[src/rtl/rs232_pkg.sv]
// Shared types and helpers for the RS-232 stream receiver.
// The PARITY state exists only when RS232_RECV_PARITY_EN is defined.
package rs232_pkg;

  typedef enum logic [2:0] {
    ST_IDLE  = 3'd0,
    ST_START,
    ST_DATA,
`ifdef RS232_RECV_PARITY_EN
    ST_PARITY,
`endif
    ST_STOP,
    ST_BREAK
  } rx_state_e;

  // Clocks per bit, rounded to nearest.
  function automatic int unsigned calc_unit(input int unsigned clock_freq,
                                            input int unsigned baud_rate);
    return (clock_freq + baud_rate / 2) / baud_rate;
  endfunction

endpackage

[src/rtl/rs232_recv_fifo.sv]
// First-word-fall-through receive FIFO with almost-full flag and overrun pulse.
// All outputs come straight from flops.
module rs232_recv_fifo #(
  parameter int unsigned WIDTH = 8,
  parameter int unsigned DEPTH = 8,
  parameter int unsigned AFULL = 6
) (
  input  logic             clock,
  input  logic             resetn,
  input  logic             push,
  input  logic [WIDTH-1:0] push_data,
  input  logic             rd_ready,
  output logic [WIDTH-1:0] rd_data,
  output logic             rd_valid,
  output logic             afull,
  output logic             overrun
);

  localparam int unsigned AW = $clog2(DEPTH);
  localparam int unsigned CW = $clog2(DEPTH + 1);

  if (DEPTH < 2 || (DEPTH & (DEPTH - 1)) != 0) begin : g_depth_check
    $error("rs232_recv_fifo: DEPTH must be a power of two and at least 2");
  end
  if (AFULL < 1 || AFULL > DEPTH) begin : g_afull_check
    $error("rs232_recv_fifo: AFULL must be in 1..DEPTH");
  end

  logic [WIDTH-1:0] mem_q [DEPTH];
  logic [WIDTH-1:0] mem_d [DEPTH];
  logic [AW-1:0]    wr_ptr_q, wr_ptr_d;
  logic [AW-1:0]    rd_ptr_q, rd_ptr_d;
  logic [CW-1:0]    count_q, count_d;
  logic [WIDTH-1:0] rd_data_q, rd_data_d;
  logic             rd_valid_q, rd_valid_d;
  logic             afull_q, afull_d;
  logic             overrun_q, overrun_d;
  logic             full_c, push_ok_c, pop_c;

  // A pop in the same cycle never makes room for a push into a full FIFO.
  always_comb begin
    mem_d      = mem_q;
    full_c     = (count_q == CW'(DEPTH));
    pop_c      = rd_valid_q && rd_ready;
    push_ok_c  = push && !full_c;
    wr_ptr_d   = wr_ptr_q;
    rd_ptr_d   = rd_ptr_q;
    if (push_ok_c) begin
      mem_d[wr_ptr_q] = push_data;
      wr_ptr_d        = wr_ptr_q + AW'(1);
    end
    if (pop_c) begin
      rd_ptr_d = rd_ptr_q + AW'(1);
    end
    count_d    = count_q + CW'(push_ok_c) - CW'(pop_c);
    rd_valid_d = (count_d != '0);
    rd_data_d  = mem_d[rd_ptr_d];
    afull_d    = (count_d >= CW'(AFULL));
    overrun_d  = push && full_c;
  end

  always_ff @(posedge clock or negedge resetn) begin
    if (!resetn) begin
      mem_q      <= '{default: '0};
      wr_ptr_q   <= '0;
      rd_ptr_q   <= '0;
      count_q    <= '0;
      rd_data_q  <= '0;
      rd_valid_q <= 1'b0;
      afull_q    <= 1'b1;
      overrun_q  <= 1'b0;
    end else begin
      mem_q      <= mem_d;
      wr_ptr_q   <= wr_ptr_d;
      rd_ptr_q   <= rd_ptr_d;
      count_q    <= count_d;
      rd_data_q  <= rd_data_d;
      rd_valid_q <= rd_valid_d;
      afull_q    <= afull_d;
      overrun_q  <= overrun_d;
    end
  end

  assign rd_data  = rd_data_q;
  assign rd_valid = rd_valid_q;
  assign afull    = afull_q;
  assign overrun  = overrun_q;

endmodule

[src/rtl/rs232_recv_stream.sv]
// RS-232 receiver: 3-sample majority vote per bit, break detection, FWFT FIFO
// with CTS flow control. Define RS232_RECV_PARITY_EN for 8E1 with parity_err.
module rs232_recv_stream
  import rs232_pkg::*;
#(
  parameter int unsigned CLOCK_FREQ = 133000000,
  parameter int unsigned BAUD_RATE  = 115200,
  parameter int unsigned DEPTH      = 8,
  parameter int unsigned AFULL      = 6
) (
  input  logic       clock,
  input  logic       resetn,
  input  logic       txd_pin,
  output logic       ctsn_pin,
  output logic [7:0] data,
  output logic       valid,
  input  logic       ready,
  output logic       frame_err,
  output logic       overrun,
`ifdef RS232_RECV_PARITY_EN
  output logic       parity_err,
`endif
  output logic       brk
);

  localparam int unsigned UNIT = calc_unit(CLOCK_FREQ, BAUD_RATE);
  localparam int unsigned MID  = UNIT / 2;
  localparam int unsigned TW   = $clog2(UNIT);

  if (UNIT < 8) begin : g_unit_check
    $error("rs232_recv_stream: fewer than 8 clocks per bit");
  end

  rx_state_e     state_q, state_d;
  logic          sync1_q, sync2_q;
  logic [1:0]    sync_ok_q, sync_ok_d;
  logic          armed_q, armed_d;
  logic [TW-1:0] timer_q, timer_d;
  logic [1:0]    samp_q, samp_d;
  logic [7:0]    shift_q, shift_d;
  logic [2:0]    bit_cnt_q, bit_cnt_d;
  logic          frame_err_q, frame_err_d;
  logic          brk_q, brk_d;
  logic          parity_err_q, parity_err_d;
  logic          at_vote_c, vote_c, push_c;

  assign at_vote_c = (timer_q == TW'(MID + 1));
  assign vote_c    = (samp_q[0] & samp_q[1]) | (samp_q[0] & sync2_q) | (samp_q[1] & sync2_q);

  // Line synchronizer; sync_ok marks when sync2 reflects the real line again.
  always_ff @(posedge clock or negedge resetn) begin
    if (!resetn) begin
      sync1_q   <= 1'b1;
      sync2_q   <= 1'b1;
      sync_ok_q <= '0;
      armed_q   <= 1'b0;
    end else begin
      sync1_q   <= txd_pin;
      sync2_q   <= sync1_q;
      sync_ok_q <= sync_ok_d;
      armed_q   <= armed_d;
    end
  end

  always_ff @(posedge clock or negedge resetn) begin
    if (!resetn) begin
      state_q      <= ST_IDLE;
      timer_q      <= '0;
      samp_q       <= '1;
      shift_q      <= '0;
      bit_cnt_q    <= '0;
      frame_err_q  <= 1'b0;
      brk_q        <= 1'b0;
      parity_err_q <= 1'b0;
    end else begin
      state_q      <= state_d;
      timer_q      <= timer_d;
      samp_q       <= samp_d;
      shift_q      <= shift_d;
      bit_cnt_q    <= bit_cnt_d;
      frame_err_q  <= frame_err_d;
      brk_q        <= brk_d;
      parity_err_q <= parity_err_d;
    end
  end

  // Bit timer free-runs mod UNIT through a frame; states advance at bit centres.
  always_comb begin
    state_d      = state_q;
    timer_d      = (timer_q == TW'(UNIT - 1)) ? '0 : timer_q + TW'(1);
    samp_d       = samp_q;
    shift_d      = shift_q;
    bit_cnt_d    = bit_cnt_q;
    frame_err_d  = 1'b0;
    parity_err_d = 1'b0;
    push_c       = 1'b0;
    sync_ok_d    = {sync_ok_q[0], 1'b1};
    // Only a high line seen after reset arms start detection, so a reset
    // released mid-frame never picks up the tail of that frame.
    armed_d      = armed_q | (sync_ok_q[1] & sync2_q);

    if (timer_q == TW'(MID - 1)) samp_d[0] = sync2_q;
    if (timer_q == TW'(MID))     samp_d[1] = sync2_q;

    case (state_q)
      ST_IDLE: begin
        timer_d = '0;
        if (armed_q && !sync2_q) state_d = ST_START;
      end
      ST_START: begin
        if (at_vote_c) begin
          bit_cnt_d = '0;
          state_d   = vote_c ? ST_IDLE : ST_DATA;
        end
      end
      ST_DATA: begin
        if (at_vote_c) begin
          shift_d   = {vote_c, shift_q[7:1]};
          bit_cnt_d = bit_cnt_q + 3'd1;
`ifdef RS232_RECV_PARITY_EN
          if (bit_cnt_q == 3'd7) state_d = ST_PARITY;
`else
          if (bit_cnt_q == 3'd7) state_d = ST_STOP;
`endif
        end
      end
`ifdef RS232_RECV_PARITY_EN
      ST_PARITY: begin
        if (at_vote_c) begin
          parity_err_d = (vote_c != ^shift_q);
          state_d      = ST_STOP;
        end
      end
`endif
      ST_STOP: begin
        if (at_vote_c) begin
          if (vote_c) begin
            push_c  = 1'b1;
            state_d = ST_IDLE;
          end else begin
            frame_err_d = 1'b1;
            state_d     = (shift_q == 8'h00) ? ST_BREAK : ST_IDLE;
          end
        end
      end
      ST_BREAK: begin
        timer_d = '0;
        if (sync2_q) state_d = ST_IDLE;
      end
      default: state_d = ST_IDLE;
    endcase

    brk_d = (state_d == ST_BREAK);
  end

  rs232_recv_fifo #(
    .WIDTH (8),
    .DEPTH (DEPTH),
    .AFULL (AFULL)
  ) u_fifo (
    .clock     (clock),
    .resetn    (resetn),
    .push      (push_c),
    .push_data (shift_q),
    .rd_ready  (ready),
    .rd_data   (data),
    .rd_valid  (valid),
    .afull     (ctsn_pin),
    .overrun   (overrun)
  );

  assign frame_err = frame_err_q;
  assign brk       = brk_q;
`ifdef RS232_RECV_PARITY_EN
  assign parity_err = parity_err_q;
`endif

endmodule

[config.mk]
export PLATFORM = sky130hd
export DESIGN_NAME = rs232_recv_stream
export DESIGN_NICKNAME = d
export VERILOG_FILES = /design/src/rtl/rs232_pkg.sv /design/src/rtl/rs232_recv_fifo.sv /design/src/rtl/rs232_recv_stream.sv
export SDC_FILE = /design/constraint.sdc
export NUM_CORES = 1
export LEC_CHECK = 0
export ABC_AREA = 1
export BUFFER_PORTS_ARGS = -buffer_cell sky130_fd_sc_hd__buf_4
export CORE_MARGIN = 10
export CORE_UTILIZATION = 65
export CTS_CLUSTER_DIAMETER = 80
export DETAILED_ROUTE_END_ITERATION = 12
export GPL_ROUTABILITY_DRIVEN = 0
export PLACE_DENSITY = 0.92
export REMOVE_ABC_BUFFERS = 1
export SYNTH_ARGS = -nofsm -noshare
export SYNTH_HDL_FRONTEND = slang
export SYNTH_SLANG_ARGS = --single-unit
export TNS_END_PERCENT = 100
[constraint.sdc]
create_clock -name clock -period 3.9 [get_ports clock]
set_input_delay 0.195 -clock clock [delete_from_list [all_inputs] [get_ports clock]]
set_output_delay 0.195 -clock clock [all_outputs]
set_load 0.03 [all_outputs]
== After elaboration in Yosys (flattened, before gate mapping) ==
Cells that the tools add are included.

* Add/subtract/negate cells: 6
* Multiply operators: 0
* Divide/modulo/power cells: 0
* Order comparisons: 4
* Equal/unequal tests: 13
* Shift operators: 0
* Mux-type cells: 29
* Bitwise gates (word level): 9
* Reduce and logical (&&, ||, !) cells: 14

{| class="wikitable"
|+ Operator list
! cell !! count
|-
| 64-bit bitwise mux || 1
|-
| 64-bit two-way mux || 1
|-
| 11-bit by 10-bit equality test with 1-bit output, second input constant || 3
|-
| 3-bit two-way mux || 11
|-
| 8-bit binary-select mux with 3-bit select || 1
|-
| 8-bit demux with 3-bit select || 1
|-
| 8-bit two-way mux || 3
|-
| 11-bit two-way mux || 2
|-
| 3-bit one-hot mux with 5 select lines || 1
|-
| 11-bit by 1-bit adder with 11-bit output, second input constant || 1
|-
| 11-bit equality test, second input constant || 1
|-
| 3-bit by 1-bit adder with 3-bit output, second input constant || 3
|-
| 3-bit equality test, second input constant || 3
|-
| 4-bit >= comparator, second input constant || 2
|-
| 8-bit zero test || 1
|-
| 3-bit inverter with 4-bit output || 2
|-
| 3-bit by 2-bit equality test with 1-bit output, second input constant || 2
|-
| 1-bit two-way mux || 6
|-
| 3-bit one-hot mux with 2 select lines || 1
|-
| 1-bit logical AND || 5
|-
| 4-bit by 1-bit adder with 4-bit output || 1
|-
| 1-bit bitwise AND || 4
|-
| 4-bit equality test, second input constant || 1
|-
| 4-bit by 3-bit >= comparator with 1-bit output, second input constant || 1
|-
| 13 further kinds || 17
|}

* Register bits: 119
* Latch bits: 0
* Memory bits (writable): 0
* ROM bits: 0
* Input bits: 4
* Output and inout port bits: 13
* Logic and storage cells: 102
* Memories kept: 0

== Logic depth before layout (Yosys ltp) ==
Gate-level depths: netlist (run 1).

* Word-level depth: 11
* Gate-level depth with buffers: 15
* Gate-level depth less buffers: 14

== Cells and area by module ==
Synthesis (run 1) repeated with hierarchy kept, for this count alone.

* Cells, all modules: 914
* Area, all modules: 6774.0 um^2

{| class="wikitable"
|+ Modules (own cells, without submodules)
! module !! instances !! cells an instance !! area an instance (um^2) !! seq. area each (um^2)
|-
| rs232_recv_fifo || 1 || 711 || 5066.1 || 2128.3
|-
| rs232_recv_stream || 1 || 203 || 1707.9 || 855.8
|}

== Least setup slack after synthesis (run 1) ==
Ideal clock, no wire load.

* Kind: flip-flop to flip-flop
* Start point: register timer_q[0]
* End point: register u_fifo.rd_valid_q, in the netlist u_fifo.rd_valid
* Setup time: 122 ps
* Arrival: 2361 ps
* Required time: 3778 ps
* Setup slack: 1417 ps
* Cell stages (with the launch flop): 16
* Path buffers: 1
* Clock period less this slack: 2483 ps
* Path through: dfrtp_1 > inv_1 > ha_1 > inv_1 > nor2_2 > nand3_2 > nor2_4 > nand2_4 > buf_6 > inv_1 > ha_1 > inv_1 > fa_1 > xnor2_1 > nor2_1 > nand2_1

* Cells in the longest elaborated chain, start to end: 7

{| class="wikitable"
|+ RTL lines
! item !! RTL line !! RTL
|-
| start: declaration || rs232_recv_stream.sv:38 || <nowiki>logic [TW-1:0] timer_q, timer_d;</nowiki>
|-
| start signal: assignment || rs232_recv_stream.sv:77 || <nowiki>timer_q <= timer_d;</nowiki>
|-
| 11-bit by 10-bit equality test with 1-bit output || rs232_recv_stream.sv:47 || <nowiki>assign at_vote_c = (timer_q == TW'(MID + 1));</nowiki>
|-
| 1-bit two-way mux || rs232_recv_stream.sv:136 || <nowiki>if (at_vote_c) begin</nowiki>
|-
| 1-bit two-way mux || rs232_recv_stream.sv:105 || <nowiki>case (state_q)</nowiki>
|-
| 1-bit logical AND || rs232_recv_fifo.sv:45 || <nowiki>push_ok_c = push && !full_c;</nowiki>
|-
| 4-bit by 1-bit adder with 4-bit output || rs232_recv_fifo.sv:55 || <nowiki>count_d = count_q + CW'(push_ok_c) - CW'(pop_c);</nowiki>
|-
| 4-bit by 1-bit subtractor with 4-bit output || rs232_recv_fifo.sv:55 ||
|-
| via u_fifo.count_d[2] || rs232_recv_fifo.sv:33 || <nowiki>logic [CW-1:0] count_q, count_d;</nowiki>
|-
| 4-bit nonzero test || rs232_recv_fifo.sv:56 || <nowiki>rd_valid_d = (count_d != '0);</nowiki>
|-
| via u_fifo.rd_valid_d || rs232_recv_fifo.sv:35 || <nowiki>logic rd_valid_q, rd_valid_d;</nowiki>
|-
| end signal: assignment || rs232_recv_fifo.sv:78 || <nowiki>rd_valid_q <= rd_valid_d;</nowiki>
|-
| end: declaration || rs232_recv_fifo.sv:35 ||
|}

The timed path passes the listed nets, and every way through them passes these cells.
A chain may end at the register's enable or synchronous reset.

== Final worst setup path (run 1) ==
Same ends and word-level chain as after synthesis.

==> results of run 1 <==
[per-layer routing]
metal | track usage | share of wire | routed length (um)
met1 | 0.278 | 0.39 | 6590
met5 | 0 | 0 | 0
met3 | 0.0680 | 0.090 | 1510
met4 | 0.122 | 0.034 | 563
met2 | 0.385 | 0.48 | 8050
[registers in the layout (all words and copies together) (netlist names)]
| name | flops |
|---|---|
| shift_q | 8 |
| timer_q | 11 |
| u_fifo.overrun | 1 |
| frame_err | 1 |
| sync1_q | 1 |
| state_q | 3 |
| u_fifo.wr_ptr_q | 3 |
| u_fifo.count_q | 4 |
| u_fifo.mem_q | 64 |
| brk | 1 |
| samp_q | 2 |
| u_fifo.afull | 1 |
| sync2_q | 1 |
| u_fifo.rd_ptr_q | 3 |
| bit_cnt_q | 3 |
| armed_q | 1 |
| u_fifo.rd_data | 8 |
| sync_ok_q | 2 |
| u_fifo.rd_valid | 1 |
[how the worst max path moves through the flow]
stage	start	to	slack (ns)	cells past startpoint
2_1_floorplan	u_fifo.count_q[2]	u_fifo.afull	0.47	11
3_3_place_gp	timer_q[0]	u_fifo.rd_valid	1.05	14
3_5_place_dp	timer_q[0]	u_fifo.rd_valid	0.95	14
4_1_cts	timer_q[0]	u_fifo.rd_valid	0.88	14
5_1_grt	timer_q[0]	u_fifo.rd_valid	0.69	14
6_report	timer_q[0]	u_fifo.rd_valid	0.87	14
[worst max-delay path: stages, from the launching register on]
cell and delay (ns):
dfrtp_1 0.45, inv_1 0.13, ha_1 0.15, inv_1 0.05
nor2_2 0.15, nand3_2 0.14, nor2_4 0.40, nand2_4 0.25
inv_1 0.19, ha_1 0.19, inv_1 0.06, fa_1 0.38
xnor2_1 0.15, nor2_1 0.16, nand2_1 0.06
[through the flow]
| step | util | total power (uW) | setup WS [ns] |
|---|---|---|---|
| 6_report | 0.741 | 4350 | 0.872 |
| 5_1_grt | 0.741 | 4560 | 0.692 |
| 4_1_cts | 0.741 | 4320 | 0.884 |
| 3_5_place_dp | 0.682 | 2820 | 0.953 |
| 3_3_place_gp | 0.682 | 2800 | 1.05 |
| 2_1_floorplan | - | 2390 | 0.467 |
[synthesized netlist by cell type (all sizes together)]
| cell | number | share of area |
|---|---|---|
| a21o | 1 | 0.0012 |
| a21oi | 7 | 0.0054 |
| a31o | 1 | 0.0013 |
| and2 | 1 | 0.00096 |
| and3 | 1 | 0.00096 |
| buf | 23 | 0.024 |
| clkbuf | 18 | 0.010 |
| clkinv | 1 | 0.00058 |
| conb | 1 | 0.00058 |
| dfrtp | 114 | 0.44 |
| dfstp | 5 | 0.020 |
| fa | 1 | 0.0031 |
| ha | 13 | 0.025 |
| inv | 76 | 0.044 |
| nand2 | 289 | 0.17 |
| nand3 | 99 | 0.079 |
| nand3b | 17 | 0.020 |
| nand4 | 52 | 0.050 |
| nor2 | 26 | 0.020 |
| nor3 | 7 | 0.0054 |
| nor3b | 1 | 0.0012 |
| nor4 | 4 | 0.0038 |
| o21ai | 78 | 0.060 |
| o21bai | 1 | 0.0012 |
| o221ai | 1 | 0.0013 |
| o31ai | 2 | 0.0023 |
| or2 | 1 | 0.00096 |
| xnor2 | 2 | 0.0027 |
| xor2 | 6 | 0.0081 |
[power breakdown]
group	internal, uW	switching, uW	total [uW]	leakage, uW
Combinational	467	965	1430	0.00191
Sequential	1360	68.5	1430	0.00160
Clock	922	570	1490	0.000263
[final cells by class]
type / count / area [um2] / share of cell area
Inverter: 77 / 289 / 0.0399
Tap cell: 133 / 166 / 0.0230
Timing Repair Buffer: 27 / 220 / 0.0304
Clock buffer: 20 / 435 / 0.0601
Multi-Input combinational cell: 612 / 3020 / 0.417
Clock inverter: 12 / 130 / 0.0180
Sequential cell: 119 / 2980 / 0.412
[cell families (layout without fill, tap and decap cells)]
kind of cell / after synthesis / in the layout / share of synthesized area
AND/OR/NAND/NOR: 498 / 498 / 0.350
flip-flops: 119 / 119 / 0.458
buffers and inverters: 118 / 136 / 0.0792
AO/OA/AOI/OAI: 91 / 91 / 0.0727
adder cells (fa/ha/maj): 14 / 14 / 0.0281
XOR/XNOR: 8 / 8 / 0.0108
other: 1 / 1 / 0.000576
==> impl_metrics.csv, run 1 <==
group,metric,value,unit
status,status,"completed",
critical_path,reg2reg_from,"timer_q[0]",
grt,antenna_found_initial,0,
grt,grt_pass1_vias,5931,
layout,final_cell_mix,"286 x nand2_1, 114 x dfrtp_1, 94 x nand3_1, 71 x o21ai_0, 66 x inv_1",
critical_path,worstSetupEndpointType,"flop",
floorplanning,die_x,120,um
routing,routed-via-count,6095,
timing,hold_viol,0,
critical_path,cp.required,4.32,ns
clock_tree,cts.htree.levels,4,
clock_tree,cts_hold_buffers,2,
timing,finalSetupViolCount,0,
critical_path,rrSetupSlack,0.87,ns
clock_tree,cts_setup_buffers,0,
layout,layout_commonest_cell,"nand2_1",
clock_tree,clk_pin_slew,0.06,ns
clock_tree,numCtsBuffers,17,
synthesis,synth.avg_cell_area,7.67,um2
timing,layout_worst_path_cycle_share,0.776,
routing,first_pass_iters,8,
timing,finalCriticalPeriod,3.03,ns
synthesis,synth_cell_types,39,
place,place_area,0.00666,mm2
clock_tree,insertion_delay,0.53,ns
routing,drt_iter0_markers,1029,
layout,synthToLayoutAreaGrowth,11.3,%
clock_tree,cts_resized,0,
timing,tns,0,ns
routing,vias_per_cell,6.10,
critical_path,r2r-end,"u_fifo.rd_valid",
routing,wl,16700,um
timing,drv_slew,0,
layout,fillCellCount,640,
clock_tree,clock-root-buffer,"clkbuf_8",
critical_path,arrival,3.45,ns
synthesis,ys_ff_latch,119,
timing,finClkSkew,0.00996,ns
synthesis,seq_area_frac_synth,0.458,
clock_tree,cts_max_path_buffers,2,
power,power_per_cell_area,600,mW/mm2
layout,layout.cells.non_filler,1000,
critical_path,crit_path_start_kind,"flop",
grt,grt_use_total,0.236,
timing,holdWs,0.244,ns
routing,post-route-drc-count,0,
layout,nets,872,
flow_run,maxCapViolCount,0,
place,dp_hpwl,9600,um
timing,timing.fmax,330,MHz
grt,grt_pass1_wl,28000,um
floorplanning,die_h,120,um
routing,ant_nets,0,
power,leakage,0.00376,uW
grt,grt_start_max_net_pins,66,
floorplanning,ioPinCount,17,
floorplanning,die-area,0.0144,mm2
grt,grt.overflow.total,0,
critical_path,reg2reg_depth,14,
synthesis,syn_inst,849,
layout,insertedDiodeCount,0,
floorplanning,rows,36,
timing,slew_headroom,0.231,
synthesis,syn_area,0.00651,mm2
layout,fin_area,0.00725,mm2
floorplanning,start_util,0.666,
place,port-buffer-count,16,
min_path,hold_class,"in2async",
clock_tree,cts_tree,"yes",
critical_path,worstSetupPathType,"reg2reg",
place,placed_cells,966,
routing,post_drt_wl_per_cell,16.7,um
critical_path,path_max_fanout,18,
clock_tree,cts.sinks,119,
floorplanning,core_area,0.00977,mm2
timing,rsz0062_at_grt,"false",
timing,worstMarginPinSlew,1.15,ns
layout,layout-drive-gt1-share,0.0992,
synthesis,ys_warn_count,0,
power,irDropWorstVdd,0.535,mV
(Power assumes the default switching activity.)
==> inputs of run 2 (changes only) <==
--- a/config.mk
+++ b/config.mk
@@ -8,11 +8,11 @@
 export ABC_AREA = 1
 export BUFFER_PORTS_ARGS = -buffer_cell sky130_fd_sc_hd__buf_4
 export CORE_MARGIN = 10
-export CORE_UTILIZATION = 65
+export CORE_UTILIZATION = 63
 export CTS_CLUSTER_DIAMETER = 80
 export DETAILED_ROUTE_END_ITERATION = 12
 export GPL_ROUTABILITY_DRIVEN = 0
-export PLACE_DENSITY = 0.92
+export PLACE_DENSITY = 0.89
 export REMOVE_ABC_BUFFERS = 1
 export SYNTH_ARGS = -nofsm -noshare
 export SYNTH_HDL_FRONTEND = slang
==> constraint.sdc (replaced) <==
create_clock -name clock -period 2.95 [get_ports clock]
set_input_delay 0.1475 -clock clock [delete_from_list [all_inputs] [get_ports clock]]
set_output_delay 0.1475 -clock clock [all_outputs]
set_load 0.03 [all_outputs]
==> impl_metrics.csv, run 2 (synthesis results as in run 1) <==
group,metric,value,unit
status,status,"completed",
routing,ant_nets,0,
layout,synthToLayoutAreaGrowth,12.7,%
timing,drv_slew,0,
layout,final_cell_mix,"286 x nand2_1, 114 x dfrtp_1, 94 x nand3_1, 71 x o21ai_0, 66 x inv_1",
critical_path,worstSetupEndpointType,"flop",
place,dp_slack,0.544,ns
floorplanning,core_area,0.0102,mm2
timing,timing.fmax,408,MHz
floorplanning,ioPinCount,17,
power,power.internal,3810,uW
layout,reg.largest.list,"u_fifo.mem_q x64, timer_q x11",
layout,largest-register,"u_fifo.mem_q",
grt,grt_pass1_wl,27700,um
layout,fillCellCount,759,
floorplanning,start_util,0.639,
timing,slew_headroom,0.392,
timing,finalSetupViolCount,0,
routing,post_drt_wl_per_cell,16.4,um
power,p_clk_frac,0.361,
clock_tree,cts.htree.levels,4,
layout,largest_reg_flops,64,
routing,post-route-drc-count,0,
floorplanning,rows,37,
timing,hold_viol,0,
clock_tree,cts_resized,0,
floorplanning,die-area,0.0148,mm2
critical_path,crit_path_start_kind,"flop",
grt,grt.overflow.total,0,
grt,grt_use_total,0.233,
place,port-buffer-count,16,
timing,setup_slack,0.501,ns
critical_path,crit_chain,"inv_1, ha_1, inv_1, nor2_2, nand3_2, nor2_4, nand2_4, inv_1, ha_1, inv_1, fa_1, xnor2_1, nor2_1, nand2_1",
power,p_seq_frac,0.317,
layout,insertedDiodeCount,0,
timing,worstMarginPinSlew,0.912,ns
grt,grt_pass1_vias,5757,
clock_tree,numCtsBuffers,17,
critical_path,cp.required,3.38,ns
routing,routed-via-count,6066,
timing,rsz0062_at_grt,"false",
floorplanning,die_h,122,um
place,dp_hpwl,9690,um
grt,antenna_found_initial,0,
critical_path,path_common_cell,"inv_1",
layout,layout_commonest_cell,"nand2_1",
floorplanning,die_x,122,um
critical_path,slowest_delay,0.44,ns
power,irDropWorstVdd,0.629,mV
clock_tree,cts_max_path_buffers,2,
clock_tree,clk_pin_slew,0.06,ns
timing,layout_worst_path_cycle_share,0.830,
timing,finClkSkew,0.0108,ns
critical_path,worstSetupPathType,"reg2reg",
layout,nets,877,
routing,vias_per_cell,6.02,
power,power_per_cell_area,810,mW/mm2
clock_tree,clock-root-buffer,"clkbuf_8",
routing,wl,16600,um
power,p_comb_frac,0.323,
timing,tns,0,ns
flow_run,maxCapViolCount,0,
power,leakage,0.00382,uW
critical_path,arrival,2.88,ns
clock_tree,insertion_delay,0.55,ns
power,p_switching,2130,uW
timing,finalCriticalPeriod,2.45,ns
power,swShare,0.358,
clock_tree,cts_tree,"yes",
routing,drt_iter0_markers,961,
grt,grt_start_max_net_pins,72,
critical_path,path_max_fanout,7,
layout,layout-drive-gt1-share,0.104,
clock_tree,cts.sinks,119,
routing,first_pass_iters,6,
min_path,hold_class,"in2reg",
critical_path,critPathSlowestCell,"dfrtp_1",
run 2: worst max-delay path, delay by kind of cell (launching register included):
| kind | cells | cell delay (ns) |
|---|---|---|
| simple gates | 6 | 0.72 |
| fa+ha+maj | 3 | 0.71 |
| flops | 1 | 0.44 |
| buf+inv | 4 | 0.33 |
| xor+xnor | 1 | 0.15 |
run 2: area by class of cell:
type	count	area, um2	share of cell area
Sequential cell	119	2980	0.407
Clock inverter	12	176	0.0241
Clock buffer	20	435	0.0594
Tap cell	136	170	0.0232
Inverter	77	289	0.0394
Timing Repair Buffer	32	258	0.0351
Multi-Input combinational cell	612	3020	0.412
run 2: worst paths after layout:
check / startpoint / to / slack [ns] / cells after the start
setup / recovery: timer_q[0] / u_fifo.rd_valid / 0.50 / 14
hold / removal: ready / u_fifo.rd_ptr_q[0] / 0.21 / 4
setup reg to reg: timer_q[0] / u_fifo.rd_valid / 0.50 / 14
hold reg to reg: sync_ok_q[0] / sync_ok_q[1] / 0.35 / 0
max in group asynchronous: resetn / u_fifo.afull / 1.93 / 3
min in group asynchronous: resetn / u_fifo.mem_q[24] / 0.26 / 2
run 2: timing repair:
action                     CTS  global route
hold buffers                 2             0
setup endpoints to repair    0             0
hold endpoints to repair    66             0
setup buffers                0             0
run 2: metal layers:
metal	global-route usage	wire [um]	up-vias
met5	0	0	-
met4	0.115	537	0
met3	0.0569	1420	61
met2	0.373	8110	349
met1	0.291	6490	2821
li1	-	-	2835
run 2: power groups by stage:
stage / clock network (uW) / logic [uW] / registers, uW
finish: 2140 / 1920 / 1880
global route: 2240 / 2090 / 1900
CTS: 2150 / 1890 / 1880
detailed placement: 0 / 1840 / 1910
global placement: 0 / 1810 / 1900
floorplan: 0 / 1170 / 1990
run 2: stage by stage:
step	std cells	util	hold WS [ns]	cell area, um2	power [uW]
final	1008	0.720	0.213	7330	5940
after detailed placement	974	0.658	0.268	6700	3740
after CTS	1008	0.720	0.209	7330	5920
after global placement	974	0.658	0.268	6700	3710
after global routing	1008	0.720	0.253	7330	6230
after floorplan	808	-	-0.148	6280	3160
